`src/rtl/uart_pkg.sv`:
```
// Shared UART definitions: FSM state encoding, default bit timing and data width.
// Used by uart_rx_byte and intended for reuse by a future uart_tx_byte.
package uart_pkg;

  // Default bit period: 10 MHz core clock, 115200 baud.
  localparam int unsigned UART_CLKS_PER_BIT = 87;

  // Payload width of one UART frame.
  localparam int unsigned UART_DATA_W = 8;

  // Receiver/transmitter frame states. PARITY is only reachable when the
  // parity option is compiled in.
  typedef enum logic [2:0] {
    IDLE,
    START,
    DATA,
    PARITY,
    STOP,
    WAIT_IDLE
  } uart_state_e;

endpackage

```
`src/rtl/rx_sync_filter.sv`:
```
// Input conditioning for the UART receiver: two-flop synchronizer on the
// asynchronous rx line followed by a 3-tap majority vote to reject
// single-sample noise. All flops preset to 1 (idle line) on reset and hold
// while ce is low.
module rx_sync_filter (
  input  logic clk,
  input  logic rst,
  input  logic ce,
  input  logic rx,
  output logic rxf
);

  logic       sync1;
  logic       sync2;
  logic [2:0] taps;

  // Synchronize rx into the clock domain and shift synced samples into the vote window.
  always_ff @(posedge clk) begin
    if (rst) begin
      sync1 <= 1'b1;
      sync2 <= 1'b1;
      taps  <= '1;
    end else if (ce) begin
      sync1 <= rx;
      sync2 <= sync1;
      taps  <= {taps[1:0], sync2};
    end
  end

  // Majority of the three most recent synced samples.
  always_comb begin
    rxf = (taps[0] & taps[1]) | (taps[0] & taps[2]) | (taps[1] & taps[2]);
  end

endmodule

```
`src/rtl/uart_rx_byte.sv`:
```
// UART byte receiver (8N1, LSB first) feeding the boot loader.
// Produces one-cycle data_valid / frame_err strobes, qualified by ce.
// Optional even-parity bit between data and stop: define UART_RX_PARITY_EN.
module uart_rx_byte
  import uart_pkg::*;
#(
  parameter int unsigned CLKS_PER_BIT = UART_CLKS_PER_BIT,
  parameter int unsigned CNT_W        = 10
) (
  input  logic                   clk,
  input  logic                   rst,
  input  logic                   ce,
  input  logic                   rx,
  output logic [UART_DATA_W-1:0] data_out,
  output logic                   data_valid,
  output logic                   frame_err,
  output logic                   busy
);

  localparam logic [CNT_W-1:0] MID_CNT  = CNT_W'(CLKS_PER_BIT / 2);
  localparam logic [CNT_W-1:0] LAST_CNT = CNT_W'(CLKS_PER_BIT - 1);

  uart_state_e            state,    state_n;
  logic [CNT_W-1:0]       bit_cnt,  bit_cnt_n;
  logic [2:0]             idx,      idx_n;
  logic [UART_DATA_W-1:0] shreg,    shreg_n;
  logic [UART_DATA_W-1:0] data_q,   data_n;
  logic                   dv_q,     dv_n;
  logic                   fe_q,     fe_n;
  logic                   rxf_prev;
  logic                   rxf;
  logic                   mid;
`ifdef UART_RX_PARITY_EN
  logic                   perr_q,   perr_n;
`endif

  rx_sync_filter u_filter (
    .clk (clk),
    .rst (rst),
    .ce  (ce),
    .rx  (rx),
    .rxf (rxf)
  );

  // State and datapath registers; everything holds while ce is low.
  always_ff @(posedge clk) begin
    if (rst) begin
      state    <= IDLE;
      bit_cnt  <= '0;
      idx      <= '0;
      shreg    <= '0;
      data_q   <= '0;
      dv_q     <= 1'b0;
      fe_q     <= 1'b0;
      rxf_prev <= 1'b1;
`ifdef UART_RX_PARITY_EN
      perr_q   <= 1'b0;
`endif
    end else if (ce) begin
      state    <= state_n;
      bit_cnt  <= bit_cnt_n;
      idx      <= idx_n;
      shreg    <= shreg_n;
      data_q   <= data_n;
      dv_q     <= dv_n;
      fe_q     <= fe_n;
      rxf_prev <= rxf;
`ifdef UART_RX_PARITY_EN
      perr_q   <= perr_n;
`endif
    end
  end

  // Next-state, bit timing, shift register and strobe generation.
  // bit_cnt free-runs through START into DATA/PARITY/STOP so every mid-bit
  // sample lands one full bit period after the previous one.
  always_comb begin
    state_n   = state;
    bit_cnt_n = (bit_cnt == LAST_CNT) ? '0 : bit_cnt + 1'b1;
    idx_n     = idx;
    shreg_n   = shreg;
    data_n    = data_q;
    dv_n      = 1'b0;
    fe_n      = 1'b0;
    mid       = (bit_cnt == MID_CNT);
`ifdef UART_RX_PARITY_EN
    perr_n    = perr_q;
`endif

    case (state)
      IDLE: begin
        bit_cnt_n = '0;
        idx_n     = '0;
`ifdef UART_RX_PARITY_EN
        perr_n    = 1'b0;
`endif
        if (rxf_prev && !rxf) begin
          state_n = START;
        end
      end

      START: begin
        if (mid) begin
          if (rxf) begin
            state_n = IDLE;
          end else begin
            state_n = DATA;
            idx_n   = '0;
          end
        end
      end

      DATA: begin
        if (mid) begin
          shreg_n = {rxf, shreg[UART_DATA_W-1:1]};
          if (idx == 3'd7) begin
`ifdef UART_RX_PARITY_EN
            state_n = PARITY;
`else
            state_n = STOP;
`endif
          end else begin
            idx_n = idx + 3'd1;
          end
        end
      end

`ifdef UART_RX_PARITY_EN
      PARITY: begin
        if (mid) begin
          perr_n  = ^{shreg, rxf};
          state_n = STOP;
        end
      end
`endif

      STOP: begin
        if (mid) begin
          if (rxf) begin
            state_n = IDLE;
`ifdef UART_RX_PARITY_EN
            if (perr_q) begin
              fe_n = 1'b1;
            end else begin
              data_n = shreg;
              dv_n   = 1'b1;
            end
`else
            data_n = shreg;
            dv_n   = 1'b1;
`endif
          end else begin
            fe_n    = 1'b1;
            state_n = WAIT_IDLE;
          end
        end
      end

      WAIT_IDLE: begin
        bit_cnt_n = '0;
        if (rxf) begin
          state_n = IDLE;
        end
      end

      default: begin
        state_n = IDLE;
      end
    endcase
  end

  // Strobes are suppressed while ce is low and released on the next ce-active cycle.
  always_comb begin
    data_out   = data_q;
    data_valid = dv_q & ce;
    frame_err  = fe_q & ce;
    busy       = (state != IDLE);
  end

endmodule

```
`config.mk`:
```
export PLATFORM = sky130hd
export DESIGN_NAME = uart_rx_byte
export DESIGN_NICKNAME = d
export VERILOG_FILES = /design/src/rtl/uart_pkg.sv /design/src/rtl/rx_sync_filter.sv /design/src/rtl/uart_rx_byte.sv
export SDC_FILE = /design/constraint.sdc
export NUM_CORES = 1
export LEC_CHECK = 0
export BUFFER_PORTS_ARGS = -buffer_cell sky130_fd_sc_hd__buf_2
export CORE_MARGIN = 3
export CORE_UTILIZATION = 55
export CTS_CLUSTER_SIZE = 28
export DETAILED_ROUTE_END_ITERATION = 7
export PLACE_DENSITY = 0.72
export SYNTH_ARGS = -nofsm -noshare
export SYNTH_HDL_FRONTEND = slang
export SYNTH_SLANG_ARGS = --single-unit
```
`constraint.sdc`:
```
create_clock -name clk -period 3.1 [get_ports clk]
set_input_delay 0.155 -clock clk [delete_from_list [all_inputs] [get_ports clk]]
set_output_delay 0.155 -clock clk [all_outputs]
set_load 0.01 [all_outputs]
```
==> results of run 1 <==
==> synth_stat cells (all sizes together), types with 2 or more instances <==
master / instances / area [sq um]
and2: 3 / 18.8
nor3: 7 / 57.6
nand3: 3 / 20.0
clkbuf: 5 / 18.8
xnor2: 7 / 61.3
nand4: 4 / 25.0
ha: 4 / 50.1
nand2b: 2 / 12.5
xor2: 3 / 26.3
nor2b: 2 / 12.5
buf: 3 / 13.8
clkinv: 2 / 7.51
mux2i: 24 / 240
inv: 3 / 11.3
dfxtp: 40 / 801
a21oi: 5 / 25.0
nand2: 20 / 75.1
nor2: 33 / 124
and3: 3 / 23.8
nor4: 2 / 27.5
==> final timing paths <==
kind,startpoint,endpoint,slack (ps),cells past startpoint
min reg2reg,idx[1],idx[1],470,2
max,state[2],data_out[3],990,5
max reg2reg,state[2],data_out[3],990,5
min,rx,u_filter.sync1,10,3
==> per-stage QoR <==
stage	area, sq um	setup slack, ps	std cells	power [W]	hold WS, ps
finish	1990	988	250	0.000833	12.4
detailed placement	1930	1040	242	0.000570	386
global placement	1930	1110	242	0.000569	377
CTS	1990	975	250	0.000841	6.64
global route	1990	714	250	0.000869	7.23
floorplan	1830	1380	192	0.000562	283
==> metal layers <==
| metal | vias to the layer above | track usage [%] |
|---|---|---|
| li1 | 685 | - |
| met1 | 642 | 23.2 |
| met4 | 0 | 6.47 |
| met3 | 6 | 6.33 |
| met2 | 22 | 32.1 |
| met5 | - | 0 |
==> cell usage in the layout, fill, tap and decap left out, types with 2 or more instances in the layout <==
cell | synthesis | final
a21oi_1 | 5 | 5
and2_1 | 3 | 3
and3_1 | 2 | 2
buf_2 | 2 | 14
clkbuf_4 | 0 | 5
clkinv_1 | 2 | 2
clkinv_2 | 0 | 2
dfxtp_1 | 40 | 40
ha_1 | 4 | 4
inv_1 | 3 | 3
mux2i_1 | 24 | 24
nand2_1 | 20 | 20
nand2b_1 | 2 | 2
nand3_1 | 2 | 2
nand4_1 | 4 | 4
nor2_1 | 33 | 33
nor2b_1 | 2 | 2
nor3_1 | 5 | 5
nor3_4 | 2 | 2
xnor2_1 | 7 | 7
xor2_1 | 3 | 3
==> registers in the layout (all words and copies together) (netlist names) <==
signal	count
u_filter.taps	3
data_out	8
state	3
shreg	8
rxf_prev	1
u_filter.sync2	1
fe_q	1
dv_q	1
bit_cnt	10
idx	3
u_filter.sync1	1
==> cells by family after synthesis <==
| group | Yosys count | synth area share, % |
|---|---|---|
| muxes | 25 | 13.7 |
| buffers and inverters | 13 | 2.80 |
| adders and majority gates | 5 | 3.27 |
| DFF | 40 | 43.7 |
| and+or+nand+nor | 83 | 24.4 |
| AOI/OAI and AO/OA | 16 | 7.44 |
| xor gates and xnor gates | 10 | 4.78 |
==> worst register-to-register path: stages, from the launching register on <==
cell and delay, ps:
dfxtp_1 530, inv_1 160, nor3_1 350, nand4_1 550, mux2i_1 330, nor2_1 70
==> final cells by class <==
type,count,area [sq um],share of cell area (%)
clock buffer,6,51.3,2.58
inverter,5,18.8,0.944
timing repair buffer,14,70.1,3.52
multi-input combinational,139,982,49.4
tap,44,55.1,2.77
sequential,40,801,40.3
clock inverter,2,10.0,0.503
==> power groups by stage <==
| stage | logic [W] | clock network (W) | registers, W |
|---|---|---|---|
| floorplan | 0.0000308 | 0 | 0.000531 |
| global placement | 0.0000375 | 0 | 0.000532 |
| detailed placement | 0.0000384 | 0 | 0.000532 |
| CTS | 0.0000386 | 0.000282 | 0.000520 |
| global route | 0.0000435 | 0.000305 | 0.000521 |
| finish | 0.0000383 | 0.000274 | 0.000520 |
==> summary.md, run 1 <==
| Metric | Value |
|---|---|
| Worst path max stage delay | `between 500 and 600 ps` |
| Post-Synthesis Cells | `192` |
| Die Y | `~64 um` |
| Hold WC Path Type | `in2reg` |
| Synthesis warning total | `0` |
| Req. time, crit path | `3320 ps` |
| Final period util | `~68%` |
| DR WL/cell | `13.5 um` |
| Full die area | `around 4100 sq um` |
| Nets | `213` |
| DR vias/cell | `between 5 and 6` |
| Root Driver | `clkbuf_4` |
| Synth Register Bits | `40` |
| CP endpoint kind | `flop` |
| Worst Path Max Fanout | `9` |
| GRT Total Usage | `19.2%` |
| Starting Density | `58.6%` |
| Clock buffer count from CTS | `5` |
| DRT antenna net count | `0` |
| Setup TNS | `0 ps` |
| Final setup violation count | `0` |
| Postcts setup bufs | `0` |
| Tightest Pin Transition | `around 600 ps` |
| Switch share | `23.4%` |
| Share of cells above drive strength 1 | `16.0%` |
| Hold Buf Count CTS | `0` |
| Ys async rst share | `0%` |
| Pwr/cell area | `419 nW/um^2` |
| RSZ-0062 raised after global routing | `no` |
| Resized cells post-CTS | `0` |
| Worst path bufs/invs | `1` |
| Wire length on met3 | `119 um` |
| Sequential area share after synthesis | `43.7%` |
| Skew-Pair Late Insertion Delay | `350 ps` |
| Clock transition at path regs | `120 ps` |
| Routed Wire Length | `3.37 mm` |
| DP HPWL | `~2.5 mm` |
| Relative slew slack | `59.8%` |
| Deepest clock path buffer count | `2` |
| Max_cap viols | `0` |
| WP data arrival | `around 2300 ps` |
| CP Cell Sequence | `inv_1, nor3_1, nand4_1, mux2i_1, nor2_1` |
| Die width | `63.8 um` |
| Core area | `3130 sq um` |
| Leak pwr | `0.810 nW` |
| Slowest CP cell | `nand4_1` |
| Layout area overhead | `8.39%` |
| Met2 wire length | `1.69 mm` |
| Final hold vios | `0` |
| Final Slew Violations | `0` |
| Max Fclk | `473 MHz` |
| Gpl congestion | `0.883` |
| CTS tree | `built` |
| Post-synth EDFFs | `0` |
| Routed vias | `about 1,400` |
| Initial antenna violation count | `0` |
| Sinks on Clock Net | `40` |
| PortBufs | `14` |
| Filler cells | `287` |
| Number of DRC markers in iteration 0 | `38` |
| Total gr overflow | `0` |
| Syn Area/Cell | `9.55 sq um` |
| H-tree Lvls | `2` |
| Pin count of the biggest net entering global routing | `28` |
| Netlist Area Pre-Place | `1830 sq um` |
| Syn Nets | `200` |
| Remaining DRCs | `0` |
| Rows | `20` |
| Antenna Cells | `0` |
| Vias in the first global route | `1,316` |
| Final worst path period need | `2110 ps` |
| Flop pwr share | `62.5%` |
| Setup Skew | `13.1 ps` |
| Yosys cell types | `42` |
| Startpoint types | `flop` |
| Internal | `0.000638 W` |
| Detailed Routing Iterations Pass 1 | `4` |
| Switch Pwr | `0.000195 W` |
| I/O Pins | `15` |
| Max layer used | `met4` |
| Core Util, Final | `between 60 and 70%` |
| Comb power frac | `under 10%` |
| Kind of critical path | `reg2reg` |
| Family with the most delay on the worst path | `simple AND/OR/NAND/NOR gates` |
| VDD IR max | `0.392 mV` |
| Clock share of power | `32.9%` |
| Status | `completed` |
| Met1 wire length | `approximately 1.5 mm` |
| Top FF cell, synth | `dfxtp_1` |
| First-pass GRT wire length | `between 6 and 7 mm` |
Power figures use the tool's default switching activity.
==> run 2, diff against run 1 <==
--- a/config.mk
+++ b/config.mk
@@ -7,7 +7,7 @@
 export LEC_CHECK = 0
 export BUFFER_PORTS_ARGS = -buffer_cell sky130_fd_sc_hd__buf_2
 export CORE_MARGIN = 3
-export CORE_UTILIZATION = 55
+export CORE_UTILIZATION = 52
 export CTS_CLUSTER_SIZE = 28
 export DETAILED_ROUTE_END_ITERATION = 7
 export PLACE_DENSITY = 0.72
==> constraint.sdc (replaced) <==
create_clock -name clk -period 1.77 [get_ports clk]
set_input_delay 0.0885 -clock clk [delete_from_list [all_inputs] [get_ports clk]]
set_output_delay 0.0885 -clock clk [all_outputs]
set_load 0.01 [all_outputs]
==> run 2 against run 1 <==
  * Total power grew 92%
  * Worst setup slack got worse by 970 ps
  * Clock power increased by 120%
  * Global-route usage is 0.44 points lower
  * Core utilization increased by 4.8 points
  * Non-clock buffer count is 18 higher
  * Sequential share of layout area is 3.6 points lower
  * Fmax up 20%
  * First-iteration DRC count grew to 2.8 times the previous value
  * Combinational power up 120%
==> summary.md, run 2 (synthesis gave the netlist of run 1 again) <==
| Metric | Value |
|---|---|
| Cell Count Post-Placement | `257 (+6.2%)` |
| Leak pwr | `0.911 nW (+13%)` |
| Deepest clock path buffer count | `2 (unchanged)` |
| Largest Register | `bit_cnt` |
| Rows | `20 (unchanged)` |
| Reg2reg start | `bit_cnt[4]` |
| FF/Latch Area | `803 sq um (+0.31%)` |
| Internal | `0.00123 W (+94%)` |
| Die Y | `65.4 um (+2.6%)` |
| Worst R2R End | `state[0]` |
| Worst Path Max Fanout | `3 (-6)` |
| Startpoint types | `flop` |
| Pin count of the biggest net entering global routing | `21 (-25%)` |
| Max_cap viols | `0 (unchanged)` |
| Routing usage on met3 | `5.13% (-1.2 points)` |
| Root Driver | `clkbuf_4` |
| Hold WC Path Type | `in2reg` |
| Final worst path period need | `1760 ps (-356 ps)` |
| CTS tree | `built` |
| Remaining DRCs | `0 (unchanged)` |
| Max Fclk | `569 MHz (+20%)` |
| CP endpoint kind | `flop` |
| Hold path startpoint | `ce` |
| Layout area overhead | `19.4%` |
| Hold path depth | `4 (+1)` |
| Non-Filler Instances | `268 (+7.2%)` |
| Switch share | `22.7% (-0.67 points)` |
| Sinks on Clock Net | `40 (unchanged)` |
| I/O Pins | `15 (unchanged)` |
| Kind of critical path | `reg2reg` |
| Die width | `65.4 um (+2.6%)` |
| Starting Density | `57.3% (-1.4 points)` |
| DR WL/cell | `13.0 um (-3.8%)` |
| H-tree Lvls | `2 (unchanged)` |
| Final hold vios | `0 (unchanged)` |
| Grt met1 use | `23.3% (+0.10 points)` |
| GR Util met2 | `31.1% (-0.97 points)` |
| Tot Pwr | `0.00160 W (+92%)` |
| Switch Pwr | `0.000363 W (+86%)` |
| Reg2reg path depth | `5 (unchanged)` |
| Max reg flops | `10 (unchanged)` |
| R2R Setup Slk | `10 ps (-970 ps)` |
| Flop pwr share | `56.8% (-5.7 points)` |
| Full die area | `4280 sq um (+5.2%)` |
| Final period util | `99.2% (+31 points)` |
| Filler cells | `287 (unchanged)` |
| Detailed Routing Iterations Pass 1 | `5 (+1)` |
| Skew-Pair Late Insertion Delay | `360 ps (about the same)` |
| Hold Path End | `bit_cnt[3]` |
| Core area | `3200 sq um (+2.4%)` |
| Relative slew slack | `71.7% (+12 points)` |
| First-pass GRT wire length | `6.27 mm (+2.5%)` |
| Pwr/cell area | `730 nW/um^2 (+74%)` |
| Share of cells above drive strength 1 | `24.1% (+8.1 points)` |
| Clock transition at path regs | `130 ps (about the same)` |
| Total gr overflow | `0 (unchanged)` |
| Final setup violation count | `0 (unchanged)` |
| Vias in the first global route | `1,423 (+8.1%)` |
| Most common cell after layout, fill and taps aside | `dfxtp_1` |
| WP data arrival | `2060 ps (-280 ps)` |
| Req. time, crit path | `2070 ps (-1250 ps)` |
| Top Usage Layer GRT | `met2` |
| Clock share of power | `37.9% (+5.0 points)` |
| GRT Total Usage | `18.8% (-0.44 points)` |
| Number of DRC markers in iteration 0 | `108 (+180%)` |
| Routed vias | `1,412 (+4.2%)` |
| Nets | `231 (+8.5%)` |
| Routed Wire Length | `3.48 mm (+3.2%)` |
| Area of the multi-input gates | `1000 sq um (+2.0%)` |
| Setup Skew | `15.8 ps (+2.74 ps)` |
| Comb power frac | `5.3% (+0.7 points)` |
| Initial antenna violation count | `0 (unchanged)` |
| Gpl congestion | `0.888 (+0.54%)` |
| Antenna Cells | `0 (unchanged)` |
| DR vias/cell | `5.27 (-2.8%)` |
| Hold Slack | `186 ps (+173 ps)` |
| Tightest Pin Transition | `424 ps (-177 ps)` |
| DP HPWL | `2.58 mm (+5.1%)` |
| VDD IR max | `1.11 mV (+180%)` |
| DRT antenna net count | `0 (unchanged)` |
| Commonest cells after routing, fill and taps aside | `38 x dfxtp_1, 33 x nor2_1, 24 x mux2i_1` |
| RSZ-0062 raised after global routing | `yes` |
| Setup TNS | `0 ps (unchanged)` |
| Clock buffer count from CTS | `5 (unchanged)` |
| PortBufs | `14 (unchanged)` |
| Status | `completed` |
| Final Slew Violations | `0 (unchanged)` |
run 2: cell types whose count changed in the layout (fill, tap and decap cells not counted), moves of 2 or more:
cell	delta
buf_4	+13
buf_6	+2
dfxtp_1	-2
dfxtp_2	+2
dlygate4sd3_1	+2
run 2: layer usage:
layer  vias to the layer above  part of all wire (%)
li1                        720                     -
met1                       661                    45
met2                        25                    50
met3                         6                   3.4
met4                         0                   1.5
met5                         -                     0
run 2: cell type report:
| type | instances | share of cell area, % |
|---|---|---|
| clock inverter | 3 | 1.94 |
| sequential | 40 | 36.7 |
| clock buffer | 5 | 1.71 |
| inverter | 5 | 0.857 |
| multi-input combinational | 139 | 45.8 |
| timing repair buffer | 32 | 10.5 |
| tap | 44 | 2.51 |
run 2: per-stage QoR:
stage	area (sq um)	util, %	setup WS [ps]
6_report	2190	68.4	13.6
5_1_grt	2190	68.4	-58.1
4_1_cts	2150	67.3	18.9
3_5_place_dp	2050	64.1	4.20
3_3_place_gp	2050	64.1	82.8
2_1_floorplan	1830	-	51.8
run 2: power by group through the flow:
stage                     Combinational [W]  Sequential [W]  Clock [W]
after global placement            0.0000767        0.000928          0
after global routing              0.0000922        0.000910   0.000667
after floorplan                   0.0000539        0.000930          0
final                             0.0000844        0.000908   0.000605
after detailed placement          0.0000782        0.000928          0
after CTS                         0.0000819        0.000908   0.000623
run 2: worst max path at each step:
| stage | depth (start not counted) | startpoint | end | slack [ps] |
|---|---|---|---|---|
| 2_1_floorplan | 6 | bit_cnt[0] | idx[0] | 50 |
| 3_3_place_gp | 5 | bit_cnt[2] | state[0] | 80 |
| 3_5_place_dp | 6 | bit_cnt[1] | state[0] | 4 |
| 4_1_cts | 5 | bit_cnt[2] | state[0] | 20 |
| 5_1_grt | 5 | bit_cnt[4] | state[0] | -60 |
| 6_report | 5 | bit_cnt[4] | state[0] | 10 |
run 2: repair_timing:
action	4_1_cts	5_1_grt
setup buffers	0	1
hold endpoints to repair	2	0
setup endpoints to repair	1	17
gates resized for setup	1	8
pin swaps	0	3
hold buffers	2	0
gates cloned	0	0
run 2: critical path, cell delays in order, from the launching register on:
cell,delay [ps]
dfxtp_2,360
nor4b_4,330
nand3_2,200
a31oi_4,240
or4b_1,440
a21oi_1,130
